[config.mk]
export PLATFORM = sky130hd
export DESIGN_NAME = pipelined_adder
export DESIGN_NICKNAME = d
export VERILOG_FILES = /design/src/rtl/pipelined_adder.sv
export SDC_FILE = /design/constraint.sdc
export NUM_CORES = 1
export LEC_CHECK = 0
export CORE_MARGIN = 1
export CORE_UTILIZATION = 40
export CTS_CLUSTER_SIZE = 10
export DETAILED_ROUTE_END_ITERATION = 6
export DONT_BUFFER_PORTS = 1
export MAX_ROUTING_LAYER = met4
export SYNTH_ARGS = -nofsm -noshare
export SYNTH_HDL_FRONTEND = slang
export SYNTH_SLANG_ARGS = --single-unit
[constraint.sdc]
create_clock -name clk -period 3.8 [get_ports clk]
set_input_delay 0.57 -clock clk [delete_from_list [all_inputs] [get_ports clk]]
set_output_delay 0.57 -clock clk [all_outputs]
set_load 0.02 [all_outputs]
[src/rtl/pipelined_adder.sv]
// Valid/ready pipelined ripple adder; carry chain split into STAGES chunks.
// Define PIPELINED_ADDER_SUB_EN to add the sub port (a + ~b + 1).
module pipelined_adder #(
  parameter int WIDTH  = 11,
  parameter int STAGES = 2
) (
  input  logic             clk,
  input  logic             rst,
  input  logic             in_valid,
  output logic             in_ready,
  input  logic [WIDTH-1:0] a,
  input  logic [WIDTH-1:0] b,
  input  logic             cin,
`ifdef PIPELINED_ADDER_SUB_EN
  input  logic             sub,
`endif
  output logic             out_valid,
  input  logic             out_ready,
  output logic [WIDTH-1:0] sum,
  output logic             cout
);

  localparam int CW = (WIDTH + STAGES - 1) / STAGES;

  logic [STAGES-1:0] stg_v;
  logic [STAGES-1:0] stg_c;
  logic [WIDTH-1:0]  stg_a [STAGES];
  logic [WIDTH-1:0]  stg_b [STAGES];
  logic [WIDTH-1:0]  stg_s [STAGES];
  logic [STAGES-1:0] rdy;
  logic [WIDTH-1:0]  b_in;
  logic              c_in;
  logic              r_acc;

  always_comb begin
    b_in = b;
    c_in = cin;
`ifdef PIPELINED_ADDER_SUB_EN
    if (sub) begin
      b_in = ~b;
      c_in = 1'b1;
    end
`endif
  end

  // A stage may load when empty or when everything downstream moves.
  always_comb begin
    rdy   = '0;
    r_acc = out_ready;
    for (int k = STAGES - 1; k >= 0; k--) begin
      r_acc  = ~stg_v[k] | r_acc;
      rdy[k] = r_acc;
    end
  end

  for (genvar k = 0; k < STAGES; k++) begin : g_stage
    localparam int LO = (k * CW < WIDTH) ? k * CW : WIDTH;
    localparam int HI = ((k + 1) * CW < WIDTH) ? (k + 1) * CW : WIDTH;

    logic             up_v;
    logic             up_c;
    logic [WIDTH-1:0] up_a;
    logic [WIDTH-1:0] up_b;
    logic [WIDTH-1:0] up_s;
    logic             add_c;
    logic [WIDTH-1:0] add_s;
    logic             v_q, v_d;
    logic             c_q, c_d;
    logic [WIDTH-1:0] a_q, a_d;
    logic [WIDTH-1:0] b_q, b_d;
    logic [WIDTH-1:0] s_q, s_d;

    if (k == 0) begin : g_head
      assign up_v = in_valid;
      assign up_a = a;
      assign up_b = b_in;
      assign up_s = '0;
      assign up_c = c_in;
    end else begin : g_body
      assign up_v = stg_v[k-1];
      assign up_a = stg_a[k-1];
      assign up_b = stg_b[k-1];
      assign up_s = stg_s[k-1];
      assign up_c = stg_c[k-1];
    end

    always_comb begin
      add_c = up_c;
      add_s = up_s;
      for (int i = LO; i < HI; i++) begin
        add_s[i] = up_a[i] ^ up_b[i] ^ add_c;
        add_c    = (up_a[i] & up_b[i]) | (add_c & (up_a[i] ^ up_b[i]));
      end
      v_d = v_q;
      a_d = a_q;
      b_d = b_q;
      s_d = s_q;
      c_d = c_q;
      if (rdy[k]) begin
        v_d = up_v;
        if (up_v) begin
          a_d = up_a;
          b_d = up_b;
          s_d = add_s;
          c_d = add_c;
        end
      end
    end

    always_ff @(posedge clk) begin
      if (rst) begin
        v_q <= 1'b0;
        a_q <= '0;
        b_q <= '0;
        s_q <= '0;
        c_q <= 1'b0;
      end else begin
        v_q <= v_d;
        a_q <= a_d;
        b_q <= b_d;
        s_q <= s_d;
        c_q <= c_d;
      end
    end

    assign stg_v[k] = v_q;
    assign stg_c[k] = c_q;
    assign stg_a[k] = a_q;
    assign stg_b[k] = b_q;
    assign stg_s[k] = s_q;
  end

  assign in_ready  = rdy[0];
  assign out_valid = stg_v[STAGES-1];
  assign sum       = stg_s[STAGES-1];
  assign cout      = stg_c[STAGES-1];

endmodule

==> flow_metrics.env <==
export IMPL_synthCells=153
export IMPL_netlist_area_um2=1530
export IMPL_synthTopCellsByArea="dfxtp_1 (41%), fa_1 (14%), nand2b_1 (8.6%), mux2i_1 (6.5%), a21oi_1 (5.6%)"
export IMPL_first_iter_violations=72
export IMPL_overflow=0
export IMPL_tritoncts="yes"
export IMPL_synth_xor_area_share=0
export IMPL_dp_hpwl_um=2070
export IMPL_die_h_um=63.8
export IMPL_drt_total_wl_um=2790
export IMPL_cp_start_kind="input pin"
export IMPL_hold_class="input pin to register"
export IMPL_antenna_found_initial=0
export IMPL_synth_top_family_by_area="simple AND/OR/NAND/NOR gates"
export IMPL_syn_area_per_cell_um2=9.99
export IMPL_fin_worst_skew_ns=0.00465
export IMPL_io_buffer_count=0
export IMPL_clkSlewWorstSetupHoldPaths_ns=0.06
export IMPL_grt_start_max_net_pins=46
export IMPL_initial_utilization=0.418
export IMPL_synthSimpleGateAreaFrac=0.152
export IMPL_relSlewSlack=0.593
export IMPL_final_common_cell="dfxtp_1"
export IMPL_critPathMaxStageDelay_ns=0.40
export IMPL_drive_above_1_share=0.0608
export IMPL_post_route_drc_count=0
export IMPL_tns_ns=0
export IMPL_post_cts_buffers=0
export IMPL_critical_path_max_fanout=1
export IMPL_grt_pass1_wl_um=4930
export IMPL_gp_congestion=0.732
export IMPL_crit_path_end_kind="register"
export IMPL_peakVddDrop_mv=0.149
export IMPL_ant_nets=0
export IMPL_clock_fmax_mhz=344
export IMPL_syn_nets=191
export IMPL_die_x_um=63.8
export IMPL_crit_top_cell="fa_1"
export IMPL_cts_root_buf="clkbuf_8"
export IMPL_cp_num_buf_inv=3
export IMPL_yosysWarnings=0
export IMPL_synth_edf_count=0
export IMPL_worstMarginPinSlew_ns=0.609
export IMPL_stdcell_count=196
export IMPL_ys_types=20
export IMPL_ys_seq_area_frac=0.406
export IMPL_drv_slew=0
export IMPL_ys_flop_type="dfxtp_1"
export IMPL_area_growth_pct=5.07
export IMPL_vias=1019
export IMPL_netlist_area_leader_share=0.406
export IMPL_status="completed"
export IMPL_crit_chain="inv_1 > fa_1 > inv_1 > fa_1 > fa_1 > fa_1 > fa_1 > inv_1 > fa_1 > a211oi_1"
export IMPL_crit_required_ns=3.98
export IMPL_synthAdderAreaFrac=0.144
export IMPL_post_drt_wl_per_cell_um=14.2
export IMPL_drv_cap=0
export IMPL_power_density_nw_per_um2=434
export IMPL_hold_viol=0
export IMPL_post_route_period_util=0.766
export IMPL_fin_nets=186
export IMPL_track_usage=0.165
export IMPL_synth_mux_area_frac=0.0655
export IMPL_antennaDiodeCount=0
export IMPL_num_fill_cells=360
export IMPL_core_area_um2=3660
export IMPL_grt_pass1_vias=1072
export IMPL_cts_htree_levels=2
export IMPL_cts_sinks=31
export IMPL_crit_family="adder cells"
export IMPL_cts_buffer_depth=2
export IMPL_synth_compound_area_share=0.147
export IMPL_cts_buffers=5
export IMPL_via_per_inst=5.20
export IMPL_multi_input_area_um2=778
export IMPL_die_area_um2=4070
export IMPL_place_inst=189
export IMPL_setup_viol=0
export IMPL_critPathArrivalTime_ns=3.10
export IMPL_path_class="input pin to register"
export IMPL_regArea_um2=621
export IMPL_drtPass1Iterations=4
export IMPL_cpMaxStageDelayCell="fa_1"
export IMPL_clock_latency_ns=0.28
export IMPL_cts_hold_fix_buffers=0
export IMPL_final_cell_mix="dfxtp_1 (31), nand2b_1 (21), a21oi_1 (17)"
export IMPL_synth_area_leader_cell="dfxtp_1"
export IMPL_async_reset_ff_frac=0
export IMPL_rows=22
export IMPL_post_cts_resized=0
export IMPL_fin_crit_ns=2.91
export IMPL_pin_count=41
export IMPL_ys_seq_elements=31
export IMPL_rsz0062_at_grt="false"
export IMPL_leakagePower_nw=0.610
[power by group]
part | internal (mW) | switching (mW) | leakage, nW
clock | 0.142 | 0.112 | 0.0470
combinational | 0.0354 | 0.0365 | 0.308
sequential | 0.347 | 0.0246 | 0.255
total | 0.524 | 0.173 | 0.610
[synth_stat cells, types with 4 or more instances]
cell / count
dfxtp_1: 31
nand2b_1: 21
a21oi_1: 17
inv_1: 16
fa_1: 11
mux2i_1: 10
nand3_1: 9
o21ai_0: 9
clkbuf_1: 5
nand4b_1: 4
o31ai_1: 4
[per-stage QoR]
step / hold WS, ns / util / setup WS [ns] / cell area [um2] / total power [mW]
final: 0.362 / 0.439 / 0.889 / 1610 / 0.698
after global routing: 0.343 / 0.439 / 0.778 / 1610 / 0.737
after CTS: 0.344 / 0.439 / 0.897 / 1610 / 0.711
after detailed placement: 0.461 / 0.415 / 0.599 / 1520 / 0.452
after global placement: 0.463 / 0.415 / 0.704 / 1520 / 0.448
after floorplan: 0.443 / - / 0.765 / 1530 / 0.443
[logic make-up after synthesis]
logic type      Yosys count
flops                    31
buf+inv                  28
simple gates             36
compound gates           37
fa+ha+maj                11
mux                      10
[sequential cells by signal (all words and copies together) (netlist names)]
register	cells
cout	1
g_stage.c_q	1
g_stage.a_q	5
g_stage.b_q	5
g_stage.v_q	1
g_stage.s_q	6
out_valid	1
sum	11
[per-layer routing]
metal  track usage  vias up  share of wire
li1              -      503              -
met1         0.185      478           0.45
met2         0.258       34           0.47
met3        0.0500        4          0.067
met4         0.102        0          0.014
met5             -        -              0
[final cells by class]
type / count / area share
multi-input cells: 94 / 0.484
flip-flops and latches: 31 / 0.386
clock buffers: 6 / 0.0514
inverters: 16 / 0.0374
well taps: 48 / 0.0374
clock inverters: 1 / 0.00312
[final timing paths]
path	from	endpoint	slack [ns]	depth (start not counted)
max	a[0]	g_stage[0].s_q[5]	0.89	10
min	rst	sum[8]	0.36	1
max reg2reg	g_stage[0].a_q[6]	sum[10]	1.18	9
min reg2reg	g_stage[0].s_q[4]	sum[4]	0.47	2
(Power assumes the default switching activity.)
